==> src/rtl/instr_refill_arbiter.sv <==
// Round-robin arbiter sharing one instruction-refill read adapter between NUM_REQ requesters.
// The requester index is packed into the ID MSBs and read beats are routed back by that index.
module instr_refill_arbiter #(
   parameter int unsigned NUM_REQ          = 2,
   parameter int unsigned FETCH_ADDR_WIDTH = 34,
   parameter int unsigned FETCH_DATA_WIDTH = 32,
   parameter int unsigned ID_WIDTH         = 4,
   parameter int unsigned IDX_WIDTH        = $clog2(NUM_REQ),
   parameter int unsigned LOCAL_ID_WIDTH   = ID_WIDTH - IDX_WIDTH,
   parameter int unsigned MAX_OUTSTANDING  = 4
) (
   input  logic                                       clk_i,
   input  logic                                       rst_ni,
   input  logic [NUM_REQ-1:0]                         req_i,
   input  logic [NUM_REQ-1:0]                         type_i,
   input  logic [NUM_REQ-1:0][FETCH_ADDR_WIDTH-1:0]   addr_i,
   input  logic [NUM_REQ-1:0][LOCAL_ID_WIDTH-1:0]     id_i,
   output logic [NUM_REQ-1:0]                         gnt_o,
   output logic [NUM_REQ-1:0]                         r_valid_o,
   output logic [FETCH_DATA_WIDTH-1:0]                r_data_o,
   output logic                                       r_last_o,
   output logic [LOCAL_ID_WIDTH-1:0]                  r_id_o,
   output logic                                       refill_req_o,
   output logic                                       refill_type_o,
   output logic [FETCH_ADDR_WIDTH-1:0]                refill_addr_o,
   output logic [ID_WIDTH-1:0]                        refill_ID_o,
   input  logic                                       refill_gnt_i,
   input  logic                                       refill_r_valid_i,
   input  logic [FETCH_DATA_WIDTH-1:0]                refill_r_data_i,
   input  logic                                       refill_r_last_i,
   input  logic [ID_WIDTH-1:0]                        refill_r_ID_i
);

   localparam int unsigned            CNT_WIDTH = $clog2(MAX_OUTSTANDING + 1);
   localparam logic [CNT_WIDTH-1:0]   CNT_MAX   = CNT_WIDTH'(MAX_OUTSTANDING);
   localparam logic [CNT_WIDTH-1:0]   CNT_ONE   = CNT_WIDTH'(1);
   localparam logic [CNT_WIDTH-1:0]   CNT_ZERO  = CNT_WIDTH'(0);
   localparam logic [IDX_WIDTH-1:0]   IDX_LAST  = IDX_WIDTH'(NUM_REQ - 1);
   localparam logic [IDX_WIDTH-1:0]   IDX_ONE   = IDX_WIDTH'(1);
   localparam logic [IDX_WIDTH-1:0]   IDX_ZERO  = IDX_WIDTH'(0);

   typedef enum logic [0:0] {
      ST_IDLE  = 1'b0,
      ST_ISSUE = 1'b1
   } state_e;

   state_e                      r_state;
   state_e                      w_state_nxt;
   logic [IDX_WIDTH-1:0]        r_rr_ptr;
   logic [IDX_WIDTH-1:0]        r_sel;
   logic [CNT_WIDTH-1:0]        r_count;
   logic [CNT_WIDTH-1:0]        w_count_nxt;
   logic [FETCH_ADDR_WIDTH-1:0] r_addr;
   logic                        r_type;
   logic [ID_WIDTH-1:0]         r_id;
   logic [IDX_WIDTH-1:0]        w_win;
   logic [IDX_WIDTH-1:0]        w_scan;
   logic                        w_found;
   logic                        w_hit;
   logic                        w_can_issue;
   logic                        w_select;
   logic                        w_grant;
   logic                        w_last_beat;
   logic [IDX_WIDTH-1:0]        w_r_idx;

   function automatic logic [IDX_WIDTH-1:0] idx_inc(input logic [IDX_WIDTH-1:0] idx);
      idx_inc = (idx == IDX_LAST) ? IDX_ZERO : idx + IDX_ONE;
   endfunction

   // Round-robin scan: first requester at or after r_rr_ptr wins.
   always_comb begin
      w_win   = r_rr_ptr;
      w_scan  = r_rr_ptr;
      w_found = 1'b0;
      w_hit   = 1'b0;
      for (int i = 0; i < int'(NUM_REQ); i++) begin
         w_hit   = ~w_found & req_i[w_scan];
         w_win   = w_hit ? w_scan : w_win;
         w_found = w_found | w_hit;
         w_scan  = idx_inc(w_scan);
      end
   end

   assign w_can_issue = (|req_i) & (r_count < CNT_MAX);
   assign w_select    = (r_state == ST_IDLE) & w_can_issue;
   assign w_grant     = (r_state == ST_ISSUE) & refill_gnt_i;
   assign w_last_beat = refill_r_valid_i & refill_r_last_i;
   assign w_r_idx     = refill_r_ID_i[ID_WIDTH-1 -: IDX_WIDTH];

   // State register.
   always_ff @(posedge clk_i or negedge rst_ni) begin
      if (!rst_ni) begin
         r_state <= ST_IDLE;
      end else begin
         r_state <= w_state_nxt;
      end
   end

   // Next-state logic.
   always_comb begin
      w_state_nxt = r_state;
      case (r_state)
         ST_IDLE: begin
            if (w_can_issue) w_state_nxt = ST_ISSUE;
            else             w_state_nxt = ST_IDLE;
         end
         ST_ISSUE: begin
            if (refill_gnt_i) w_state_nxt = ST_IDLE;
            else              w_state_nxt = ST_ISSUE;
         end
         default: w_state_nxt = ST_IDLE;
      endcase
   end

   // Simultaneous issue and retire cancel out; a lone retire saturates at zero.
   always_comb begin
      w_count_nxt = r_count;
      case ({w_grant, w_last_beat})
         2'b10:   w_count_nxt = r_count + CNT_ONE;
         2'b01:   w_count_nxt = (r_count != CNT_ZERO) ? r_count - CNT_ONE : CNT_ZERO;
         default: w_count_nxt = r_count;
      endcase
   end

   // Selection latch, round-robin pointer and outstanding-burst counter.
   always_ff @(posedge clk_i or negedge rst_ni) begin
      if (!rst_ni) begin
         r_rr_ptr <= IDX_ZERO;
         r_sel    <= IDX_ZERO;
         r_count  <= CNT_ZERO;
         r_addr   <= {FETCH_ADDR_WIDTH{1'b0}};
         r_type   <= 1'b0;
         r_id     <= {ID_WIDTH{1'b0}};
      end else begin
         r_count <= w_count_nxt;
         if (w_select) begin
            r_sel  <= w_win;
            r_addr <= addr_i[w_win];
            r_type <= type_i[w_win];
            r_id   <= {w_win, id_i[w_win]};
         end
         if (w_grant) begin
            r_rr_ptr <= idx_inc(r_sel);
         end
      end
   end

   // Request drops in the grant cycle so the adapter never sees a duplicate AR.
   always_comb begin
      refill_req_o  = (r_state == ST_ISSUE) & ~refill_gnt_i;
      refill_type_o = r_type;
      refill_addr_o = r_addr;
      refill_ID_o   = r_id;
      gnt_o         = {NUM_REQ{1'b0}};
      r_valid_o     = {NUM_REQ{1'b0}};
      for (int k = 0; k < int'(NUM_REQ); k++) begin
         gnt_o[k]     = w_grant & (r_sel == IDX_WIDTH'(k));
         r_valid_o[k] = refill_r_valid_i & (w_r_idx == IDX_WIDTH'(k));
      end
      r_data_o = refill_r_data_i;
      r_last_o = refill_r_last_i;
      r_id_o   = refill_r_ID_i[LOCAL_ID_WIDTH-1:0];
   end

endmodule

==> config.mk <==
export PLATFORM = sky130hd
export DESIGN_NAME = instr_refill_arbiter
export DESIGN_NICKNAME = d
export VERILOG_FILES = /design/src/rtl/instr_refill_arbiter.sv
export SDC_FILE = /design/constraint.sdc
export NUM_CORES = 1
export LEC_CHECK = 0
export CORE_ASPECT_RATIO = 1.5
export CORE_MARGIN = 3
export CORE_UTILIZATION = 36
export CTS_CLUSTER_SIZE = 20
export DETAILED_ROUTE_END_ITERATION = 10
export HOLD_SLACK_MARGIN = 0.1
export PLACE_DENSITY = 0.89
export SLEW_MARGIN = 20
export SYNTH_ARGS = -nofsm -noshare
export SYNTH_HDL_FRONTEND = slang
export SYNTH_SLANG_ARGS = --single-unit
==> constraint.sdc <==
create_clock -name clk_i -period 1.9 [get_ports clk_i]
set_input_delay 0.38 -clock clk_i [delete_from_list [all_inputs] [get_ports clk_i]]
set_output_delay 0.38 -clock clk_i [all_outputs]
set_load 0.1 [all_outputs]
# == Yosys cells after proc, flatten, opt, wreduce, memory -nomap -nowiden ==
# Index checks and enable logic that the tools add are counted.
# op_classes
reduce_logical,3
n_mux,18
n_bitwise,15
eq_ne,2
n_lt_le_gt_ge,4
add_sub_neg,4
# ops
op,n
34-bit 2-to-1 mux,2
1-bit 2-to-1 mux,11
1-bit AND,10
3-bit 2-to-1 mux,3
"1-bit by 2-bit less-than comparator with 1-bit output, second input constant",3
3-bit one-hot mux with 2 select lines,1
1-bit inverter,5
"3-bit by 1-bit adder with 3-bit output, second input constant",1
"3-bit less-than comparator, second input constant",1
3-bit nonzero test,1
"3-bit by 1-bit subtractor with 3-bit output, second input constant",1
"1-bit adder, second input constant",2
"2-bit by 1-bit == test with 1-bit output, second input constant",1
"2-bit == test, second input constant",1
1-bit one-hot mux with 2 select lines,1
2-bit nonzero test,1
2-bit OR reduction,1
# word_totals
reg_bits,45
output_inout_bits,80

# == Depth between registers and ports, before layout ==
# Gate-level depths: netlist (run 1).
# logic_depth
word_depth,8
ltp_mapped,6
ltp_nobuf,5

# == Least setup slack after synthesis (run 1) ==
# Ideal clock, no wire load.
# synth_path
path_kind,register to output
start,register r_state
end,output port refill_req_o
path_slack_ps,-284
required_ps,1520
arrival_ps,1804
stages_incl_launch_ff,2
path_cell_list,dfrtp_1 > nor2b_1
# synth_between
elab_chain_cells,1
# synth_rtl
element,line,source
"start, declared",47,state_e r_state;
"start signal, assigned",95,r_state <= w_state_nxt;
1-bit AND,150,refill_req_o = (r_state == ST_ISSUE) & ~refill_gnt_i;
"end, declared",23,"output logic refill_req_o,"
# No other way between the ends.

# == Final worst setup path (run 1) ==
# layout_path
start,input port refill_gnt_i
end,output port gnt_o[0]
# layout_between
elab_chain_cells,2
# layout_rtl
element,line,source
"start, declared",27,"input logic refill_gnt_i,"
1-bit AND,86,assign w_grant = (r_state == ST_ISSUE) & refill_gnt_i;
1-bit AND,157,gnt_o[k] = w_grant & (r_sel == IDX_WIDTH'(k));
"end, declared",18,"output logic [NUM_REQ-1:0] gnt_o,"
# No other way between the ends.

==> reports/results.tsv, run 1 <==
stage	metric	value	unit
run_status	result of the run	completed	
setup_path	endpoint kind of the worst setup timing path	output pin	
die	initial core utilization	37.4	%
logic_synthesis	post-synthesis adder-cell area fraction	1.74	%
logic_synthesis	commonest cells in the netlist	o2111ai_1 (76), dfrtp_1 (44), buf_4 (38), nand3_1 (38), o21ai_0 (31)	
pwr	Sw Pwr	5.21	mW
global_routing	pin count of the biggest net entering global routing	49	
logic_synthesis	Warnings, synthesis	0	
sta	Final Cycle Share	90.2	%
die	number of placed I/O pins	199	
layout	count of placed standard cells in the final layout, fillers left out	487	
pwr	cell-internal power	3.39	mW
logic_synthesis	Synth area leaders	dfrtp_1 (38%), o2111ai_1 (23%), buf_4 (9.9%)	
clock_tree	Post CTS Setup Buffer Count	0	
die	Die Span Y	116	um
logic_synthesis	cell with the most instances after synthesis	o2111ai_1	
placement	port bufs	128	
layout	final core utilization	53.3	%
clock_tree	hold_buf cts	0	
pwr	Overall Power	8.60	mW
logic_synthesis	Avg Synthesized Cell Area	9.21	um2
logic_synthesis	Post-Synth Simple-Gate Area	10.2	%
clock_tree	Clk Tree Root Cell	clkbuf_16	
sta	worst rel slew slack	54.2	%
layout	number of nets in the final layout	507	
logic_synthesis	Synth Flop Type	dfrtp_1	
detailed_routing	drt total wl	9940	um
sta	max-slew violation count	0	
global_routing	first-pass GRT wire length	15100	um
logic_synthesis	unique cell type count in the Yosys netlist	31	
clock_tree	CTS tree	built	
pwr	logic gate share of total power	69.8	%
global_routing	Total Routing Usage GR	20.7	%
sta	maximum clock skew at final layout	5.48	ps
detailed_routing	first-pass iteration count of the detailed router	5	
pwr	Worst IR Drop VDD	0.00108	V
logic_synthesis	multiplexer area fraction after synthesis	0.347	%
sta	count of final hold-check violations	0	
pwr	fraction of power spent switching nets	60.6	%
sta	post-layout minimum cycle time	1710	ps
die	area inside the core boundary	0.00771	mm2
pwr	Clock Power Share	10.2	%
clock_tree	number of gates resized after cts	0	
clock_tree	TritonCTS buffer count	5	
logic_synthesis	fraction of registers with async set or reset after synthesis	100	%
run	MaxCap Viol Count	0	
sta	RSZ-0062 raised after global routing	no	
global_routing	initial antenna violation count	0	
logic_synthesis	area share of the largest cell type after synthesis	38.2	%
global_routing	residual overflow from global routing	0	
clock_tree	Worst-Skew Late Latency	280	ps
detailed_routing	Via density	6.14	
logic_synthesis	count of flip-flops with a built-in enable after synthesis	0	
setup_path	required time reported for the critical path endpoint	1520	ps
detailed_routing	Residual DRC	0	
setup_path	Max Fanout on Critical Path	3	
sta	TNS Setup	0	ps
layout	synth-to-layout area growth	42.6	%
clock_tree	maximum buffer depth of the clock tree	2	
global_routing	number of global-route vias before repair	2930	
logic_synthesis	register bit count reported by yosys	44	
placement	detailed placement HPWL	6790	um
pwr	Pwr per Cell Area	2090	mW/mm2
layout	share of final-layout standard cells stronger than drive strength 1	20.3	%
sta	Worst-Margin Slew	686	ps
detailed_routing	number of DRC violations after detailed-routing iteration 0	384	
setup_path	arrival time at the worst endpoint	1330	ps
layout	total inserted antenna cells	0	
detailed_routing	total via count in the routed design	2991	
die	die area	0.00914	mm2
logic_synthesis	largest family of logic cells by synthesized area	compound AO/OA/AOI/OAI gates	
logic_synthesis	fraction of synthesized cell area in xor and xnor cells	0	%
sta	final setup violating endpoints	0	
sta	timing-limited maximum frequency	583	MHz
die	count of standard-cell rows	39	
placement	# placed instances	479	
placement	last weighted congestion value of the routability-driven placer	0.875	
logic_synthesis	Syn Std Cell Area	0.00288	mm2
logic_synthesis	sequential area share after synthesis	38.2	%
pwr	leakage power	1.67	nW
hold_path	worst hold-check path type	in -> async	
clock_tree	clock sink total	44	
clock_tree	H-tree depth	2	
pwr	sequential cell fraction of total power	20.0	%
setup_path	kind of start point of the critical path	input port	
logic_synthesis	gate count of the mapped netlist	313	
logic_synthesis	largest area contributor in the synthesized netlist	dfrtp_1	
die	width of the chip	79.1	um
logic_synthesis	compound-cell area share of the yosys netlist	32.0	%
layout	count of fill cells added during filler insertion	725	
setup_path	Setup CP Type	in -> out	
detailed_routing	number of nets with antenna violations after routing	0	
detailed_routing	Avg WL per Cell	20.4	um
logic_synthesis	post-synthesis net count	436	
clock_tree	Clock transition at path regs	60	ps
==> cell type report <==
class / instances / area (um2) / share of cell area (%)
inverter: 5 / 18.8 / 0.457
clock inverter: 2 / 10.0 / 0.244
multi-input combinational: 186 / 1290 / 31.3
clock buffer: 6 / 139 / 3.38
sequential: 44 / 1100 / 26.8
tap: 102 / 128 / 3.11
timing repair buffer: 142 / 1430 / 34.7
==> critical path: stages <==
cell	delay, ps
clkdlybuf4s50_1	500
nand2_1	110
nor2_2	150
buf_12	190
==> power by group through the flow <==
stage	sequential [mW]	clock (mW)	combinational [mW]
after detailed placement	1.73	0	5.99
after floorplan	4.44	0	2.09
after CTS	1.72	0.898	6.01
after global placement	1.71	0	5.90
final	1.72	0.875	6.00
after global routing	1.77	0.940	6.24
==> metal layers <==
| layer | GRT usage [%] | share of wire, % | vias up |
|---|---|---|---|
| met5 | 0 | 0 | - |
| met4 | 10.1 | 3.6 | 0 |
| met3 | 3.50 | 6.0 | 35 |
| met2 | 36.5 | 53 | 152 |
| met1 | 24.2 | 38 | 1466 |
| li1 | - | - | 1338 |
==> stage by stage <==
stage / setup WS, ps / instance area (um2) / hold WS, ps
finish: 186 / 4110 / 93.5
global route: 136 / 4110 / 127
CTS: 182 / 4110 / 102
detailed placement: 36.8 / 3960 / 403
global placement: 68.0 / 3960 / 393
floorplan: 207 / 2890 / 84.4
==> sequential cells by signal (all words and copies together), names as in the netlist <==
name           flops
refill_addr_o     34
refill_ID_o        3
r_count            3
r_sel              1
r_state            1
r_rr_ptr           1
refill_type_o      1
==> kinds of logic (layout without fill, tap and decap cells) <==
| kind of cell | Yosys count | in the layout |
|---|---|---|
| AND/OR/NAND/NOR | 58 | 58 |
| multiplexers | 1 | 1 |
| buffers and inverters | 83 | 155 |
| adder cells (fa/ha/maj) | 4 | 4 |
| flip-flops | 44 | 44 |
| AO/OA/AOI/OAI | 123 | 123 |
==> path summary, 6_finish.rpt <==
check / from / endpoint / slack [ps] / cells after the start
max: refill_gnt_i / gnt_o[0] / 190 / 4
min: rst_ni / refill_addr_o[17]$_DFFE_PN0P_ / 90 / 1
max reg2reg: r_state$_DFF_PN0_ / r_count[2]$_DFFE_PN0P_ / 470 / 5
min reg2reg: refill_ID_o[0]$_DFFE_PN0P_ / refill_ID_o[0]$_DFFE_PN0P_ / 510 / 2
max in group asynchronous: rst_ni / refill_type_o$_DFFE_PN0P_ / 1270 / 2
min in group clk_i: refill_ID_o[0]$_DFFE_PN0P_ / refill_ID_o[0]$_DFFE_PN0P_ / 510 / 2
==> cells in the final DEF, fill, tap and decap left out, drive strengths merged, types with 2 or more instances in the layout <==
cell,n
ha,4
clkdlybuf4s50,81
nand3,38
inv,5
nand2,7
nor2b,2
clkbuf,6
and2,2
a21o,2
buf,61
nor2,6
dfrtp,44
clkinv,2
o21ai,40
o2111ai,76
No activity file was read; power rests on OpenSTA's default activity.
==> inputs of run 2 (changes only) <==
CORE_UTILIZATION = 32   (was 36)
PLACE_DENSITY = 0.84   (was 0.89)
clock period = 1.5 ns   (was 1.9 ns; I/O delays follow)
==> reports/results.tsv, run 2 (same netlist as run 1, synthesis figures left out) <==
stage	metric	value	unit	change
setup_path	arrival time at the worst endpoint	1180	ps	-150 ps
die	Die Span Y	122	um	+5.8%
global_routing	number of global-route vias before repair	3145		+7.3%
sta	count of final hold-check violations	0		unchanged
pwr	Overall Power	12.6	mW	+47%
clock_tree	Worst-Skew Late Latency	280	ps	about the same
global_routing	residual overflow from global routing	0		unchanged
layout	share of final-layout standard cells stronger than drive strength 1	22.8	%	+2.5 points
setup_path	endpoint kind of the worst setup timing path	output pin		
detailed_routing	Via density	6.07		-1.1%
clock_tree	CTS tree	built		
layout	number of nets in the final layout	513		+1.2%
global_routing	initial antenna violation count	0		unchanged
die	count of standard-cell rows	41		+5.1%
run_status	result of the run	completed		
clock_tree	maximum buffer depth of the clock tree	2		unchanged
setup_path	Setup CP Type	reg -> out		
detailed_routing	Residual DRC	0		unchanged
global_routing	pin count of the biggest net entering global routing	41		-16%
pwr	Pwr per Cell Area	2710	mW/mm2	+29%
sta	timing-limited maximum frequency	675	MHz	
detailed_routing	total via count in the routed design	3025		+1.1%
placement	last weighted congestion value of the routability-driven placer	0.771		-12%
clock_tree	clock sink total	44		unchanged
layout	synth-to-layout area growth	61.6	%	
run	MaxCap Viol Count	0		unchanged
clock_tree	Clk Tree Root Cell	clkbuf_16		
pwr	Worst IR Drop VDD	0.00142	V	+32%
detailed_routing	number of DRC violations after detailed-routing iteration 0	193		-50%
sta	max-slew violation count	0		unchanged
sta	post-layout minimum cycle time	1480	ps	
sta	maximum clock skew at final layout	5.02	ps	-0.460 ps
setup_path	ordered list of cells on the worst path	nand2_4 > buf_6 > nor2_4 > buf_12		
layout	count of fill cells added during filler insertion	716		-1.2%
placement	detailed placement HPWL	7220	um	+6.3%
global_routing	first-pass GRT wire length	16700	um	+11%
die	die area	0.0102	mm2	+12%
layout	Layout Cell Area excl Fill	0.00466	mm2	+13%
pwr	leakage power	1.86	nW	+12%
clock_tree	H-tree depth	2		unchanged
layout	total inserted antenna cells	0		unchanged
global_routing	Total Routing Usage GR	20.4	%	-0.37 points
sta	Worst-Margin Slew	733	ps	+46.5 ps
detailed_routing	Avg WL per Cell	21.6	um	+5.7%
clock_tree	Clock transition at path regs	60	ps	about the same
sta	Final Cycle Share	98.7	%	
layout	most frequent cells in the layout	clkdlybuf4s50_1 (78), o2111ai_1 (76), buf_12 (48)		
detailed_routing	drt total wl	10700	um	+8.0%
clock_tree	TritonCTS buffer count	5		unchanged
setup_path	cell family with the largest share of critical-path delay	flip-flops		
layout	most common cell after layout, fill and taps aside	clkdlybuf4s50_1		
placement	placed inst area	0.00444	mm2	+12%
setup_path	Slowest-stage cell, CP	dfrtp_2		
sta	worst rel slew slack	51.1	%	-3.1 points
detailed_routing	first-pass iteration count of the detailed router	4		-1
detailed_routing	number of nets with antenna violations after routing	0		unchanged
die	area inside the core boundary	0.00857	mm2	+11%
die	number of placed I/O pins	199		unchanged
die	initial core utilization	33.6	%	-3.7 points
placement	port bufs	128		unchanged
setup_path	required time reported for the critical path endpoint	1200	ps	-320 ps
setup_path	number of buffers and inverters on the critical path	2		unchanged
hold_path	worst hold-check path type	in -> reg		
layout	number of flip-flops in the largest register	34		unchanged
layout	final core utilization	54.3	%	+1.1 points
setup_path	Max Fanout on Critical Path	5		+2
sta	final setup violating endpoints	0		unchanged
die	width of the chip	83.5	um	+5.6%
setup_path	kind of start point of the critical path	flip-flop		
setup_path	maximum cell stage delay along the critical path	440	ps	-60 ps
==> run 2: worst paths after layout <==
path                                         from                            end  slack, ps  cells past startpoint
min in group asynchronous                  rst_ni  refill_addr_o[23]$_DFFE_PN0P_        580                      2
min                                      req_i[0]  refill_addr_o[31]$_DFFE_PN0P_        510                      4
max reg2reg                     r_state$_DFF_PN0_         r_count[2]$_DFFE_PN0P_         90                      6
min reg2reg                r_count[1]$_DFFE_PN0P_         r_count[1]$_DFFE_PN0P_        540                      1
max                             r_state$_DFF_PN0_                       gnt_o[0]         20                      4
max in group asynchronous                  rst_ni              r_state$_DFF_PN0_        380                      3
==> run 2: metal layers <==
layer / part of all wire [%] / up-vias / wire length [um] / GRT usage, %
met5: 0 / - / 0 / 0
met4: 4.5 / 0 / 488 / 10.9
met3: 6.0 / 44 / 648 / 4.10
met2: 51 / 140 / 5500 / 34.8
met1: 38 / 1493 / 4100 / 24.1
li1: - / 1348 / - / -
==> run 2: layout make-up <==
type | instances | area, um2 | area share, %
multi-input combinational | 186 | 1320 | 28.4
timing repair buffer | 148 | 1910 | 41.1
clock buffer | 6 | 129 | 2.77
tap | 107 | 134 | 2.88
clock inverter | 2 | 35.0 | 0.752
sequential | 44 | 1100 | 23.7
inverter | 5 | 18.8 | 0.403
==> run 2: worst min-delay path: cells and delay by family <==
kind	cells	cell delay, ps
buffers and inverters	2	290
AOI/OAI and AO/OA	1	90
and+or+nand+nor	1	70
==> run 2: through the flow <==
stage	TNS, ps	hold slack, ps	std cells	setup WS [ps]
after detailed placement	-968	331	488	-285
after floorplan	-148	4.41	313	-78.1
after global placement	-700	322	488	-205
final	0	513	498	19.2
after global routing	-8.60	546	498	-8.60
after CTS	0	512	497	3.72
==> run 2: timing repair <==
| action | CTS | global route |
|---|---|---|
| endpoints found under the setup margin | 4 | 4 |
| setup buffers | 0 | 1 |
| hold buffers | 1 | 0 |
| pin swaps | 0 | 1 |
| gates resized for setup | 8 | 4 |
| endpoints found under the hold margin | 21 | 0 |
==> run 2: where the power goes <==
part	total [mW]	switching [mW]	internal, mW
Clock	1.24	0.458	0.784
Combinational	8.92	5.84	3.08
Sequential	2.43	0.658	1.78
==> inputs of run 3 (changes only) <==
CORE_ASPECT_RATIO = default   (was 1.5)
==> reports/results.tsv, run 3 (same netlist as run 1, synthesis figures left out) <==
stage	metric	value	unit	change
run_status	result of the run	completed		
setup_path	endpoint kind of the worst setup timing path	output pin		
pwr	fraction of power spent switching nets	55.9	%	+0.63 points
pwr	logic gate share of total power	72.1	%	+1.3 points
sta	final setup violating endpoints	0		unchanged
run	MaxCap Viol Count	0		unchanged
detailed_routing	number of DRC violations after detailed-routing iteration 0	182		-5.7%
setup_path	arrival time at the worst endpoint	1200	ps	+20 ps
sta	worst-case setup margin in the final layout	2.32	ps	-16.9 ps
layout	number of nets in the final layout	523		+1.9%
layout	share of final-layout standard cells stronger than drive strength 1	24.7	%	+1.9 points
die	count of standard-cell rows	33		-20%
sta	timing-limited maximum frequency	668	MHz	-1.1%
pwr	sequential cell fraction of total power	20.0	%	+0.7 points
pwr	leakage power	1.88	nW	+0.80%
sta	hold slack	505	ps	-8.27 ps
setup_path	Max Fanout on Critical Path	5		unchanged
global_routing	residual overflow from global routing	0		unchanged
pwr	Worst IR Drop VDD	0.00132	V	-6.9%
die	area inside the core boundary	0.00846	mm2	-1.2%
placement	last weighted congestion value of the routability-driven placer	0.805		+4.4%
detailed_routing	total via count in the routed design	3023		-0.066%
sta	post-layout minimum cycle time	1500	ps	+16.9 ps
sta	worst rel slew slack	54.7	%	+3.7 points
detailed_routing	number of nets with antenna violations after routing	0		unchanged
global_routing	pin count of the biggest net entering global routing	45		+9.8%
placement	detailed placement HPWL	7020	um	-2.7%
setup_path	maximum cell stage delay along the critical path	430	ps	about the same
die	initial core utilization	34.0	%	+0.41 points
sta	RSZ-0062 raised after global routing	yes		
pwr	Pwr per Cell Area	2620	mW/mm2	-3.1%
layout	synth-to-layout area growth	62.0	%	
sta	max-slew violation count	0		unchanged
sta	Final Cycle Share	99.8	%	+1.1 points
setup_path	Setup CP Type	reg -> out		
setup_path	Slowest-stage cell, CP	dfrtp_2		
die	number of placed I/O pins	199		unchanged
sta	count of final hold-check violations	0		unchanged
hold_path	worst hold-check path type	in -> async		
global_routing	number of global-route vias before repair	3112		-1.0%
detailed_routing	Avg WL per Cell	19.3	um	-10%
setup_path	kind of start point of the critical path	flip-flop		
placement	post-placement setup slack	-229	ps	+56.2 ps
layout	most frequent cells in the layout	clkdlybuf4s50_1 (80), o2111ai_1 (76), buf_12 (48)		
clock_tree	CTS tree	built		
clock_tree	clock sink total	44		unchanged
pwr	Clock Power Share	7.8	%	-2.1 points
pwr	Sw Pwr	6.84	mW	-1.7%
die	die area	0.0102	mm2	-0.23%
detailed_routing	drt total wl	9770	um	-9.0%
clock_tree	maximum buffer depth of the clock tree	2		unchanged
clock_tree	Clock transition at path regs	90	ps	+30 ps
clock_tree	Worst-Skew Late Latency	300	ps	+20 ps
clock_tree	Clk Tree Root Cell	clkbuf_8		
detailed_routing	first-pass iteration count of the detailed router	4		unchanged
layout	count of fill cells added during filler insertion	707		-1.3%
setup_path	required time reported for the critical path endpoint	1200	ps	about the same
detailed_routing	Via density	5.97		-1.6%
placement	port bufs	128		unchanged
sta	TNS Setup	0	ps	unchanged
sta	Worst-Margin Slew	678	ps	-55.0 ps
sta	maximum clock skew at final layout	11.9	ps	+6.84 ps
layout	most common cell after layout, fill and taps aside	clkdlybuf4s50_1		
die	Die Span Y	101	um	-17%
clock_tree	H-tree depth	2		unchanged
pwr	cell-internal power	5.40	mW	-4.1%
global_routing	Total Routing Usage GR	18.6	%	-1.8 points
global_routing	initial antenna violation count	0		unchanged
setup_path	ordered list of cells on the worst path	nand2_2 > buf_6 > nor2_4 > buf_12		
layout	total inserted antenna cells	0		unchanged
global_routing	first-pass GRT wire length	15400	um	-7.6%
layout	number of flip-flops in the largest register	34		unchanged
clock_tree	TritonCTS buffer count	5		unchanged
detailed_routing	Residual DRC	0		unchanged
die	width of the chip	101	um	+21%
==> run 3: cell count changes in the layout (fill, tap and decap cells not counted), sizes merged <==
cell / previous run / this run
buf: 67 / 76
clkdlybuf4s50: 78 / 80
dlymetal6s2s: 1 / 0
==> run 3: final timing paths <==
path / startpoint / to / slack (ps) / cells past startpoint
min in group clk_i: req_i[0] / refill_addr_o[11]$_DFFE_PN0P_ / 500 / 4
hold / removal: rst_ni / refill_addr_o[8]$_DFFE_PN0P_ / 500 / 3
setup reg to reg: r_state$_DFF_PN0_ / r_count[2]$_DFFE_PN0P_ / 70 / 6
max in group asynchronous: rst_ni / refill_addr_o[29]$_DFFE_PN0P_ / 780 / 3
hold reg to reg: r_count[1]$_DFFE_PN0P_ / r_count[1]$_DFFE_PN0P_ / 550 / 1
setup / recovery: r_state$_DFF_PN0_ / gnt_o[0] / 2 / 4
==> run 3: critical path, delay by kind of cell, from the launching register on <==
kind | cells | cell delay, ps
flops | 1 | 430
buf+inv | 2 | 300
simple gates | 2 | 170
==> run 3: cell type report <==
cell class | count | area (um2) | share of cell area [%]
flip-flops and latches | 44 | 1100 | 23.6
clock buffers | 6 | 82.6 | 1.77
repair buffers | 158 | 1990 | 42.6
inverters | 5 | 18.8 | 0.402
multi-input cells | 186 | 1310 | 27.9
clock inverters | 2 | 38.8 | 0.831
well taps | 105 | 131 | 2.81
==> run 3: per-stage QoR <==
stage               instances  total power [mW]  util, %  instance area (um2)
CTS                       505              12.3     55.0                 4660
global placement          494              11.0     53.1                 4500
detailed placement        494              11.2     53.1                 4500
floorplan                 313              8.29        -                 2900
global route              506              12.8     55.2                 4670
finish                    506              12.2     55.2                 4670
==> run 3: power groups by stage <==
stage	clock [mW]	combinational [mW]	sequential, mW
after detailed placement	0	8.76	2.47
after CTS	0.994	8.83	2.46
after global placement	0	8.59	2.43
final	0.959	8.83	2.45
after global routing	1.05	9.18	2.52
after floorplan	0	2.65	5.63
==> run 3: repair_timing <==
| action | CTS | global route |
|---|---|---|
| setup endpoints to repair | 5 | 4 |
| gates cloned | 0 | 0 |
| setup buffers | 3 | 1 |
| hold endpoints to repair | 44 | 0 |
| hold buffers | 1 | 0 |
| pin swaps | 2 | 2 |
| gates resized for setup | 7 | 1 |
==> run 3: per-layer routing <==
layer	vias up	GRT usage [%]	share of wire [%]
li1	1366	-	-
met1	1469	22.9	38
met2	168	31.1	50
met3	20	5.54	10
met4	0	6.13	1.6
met5	-	0	0
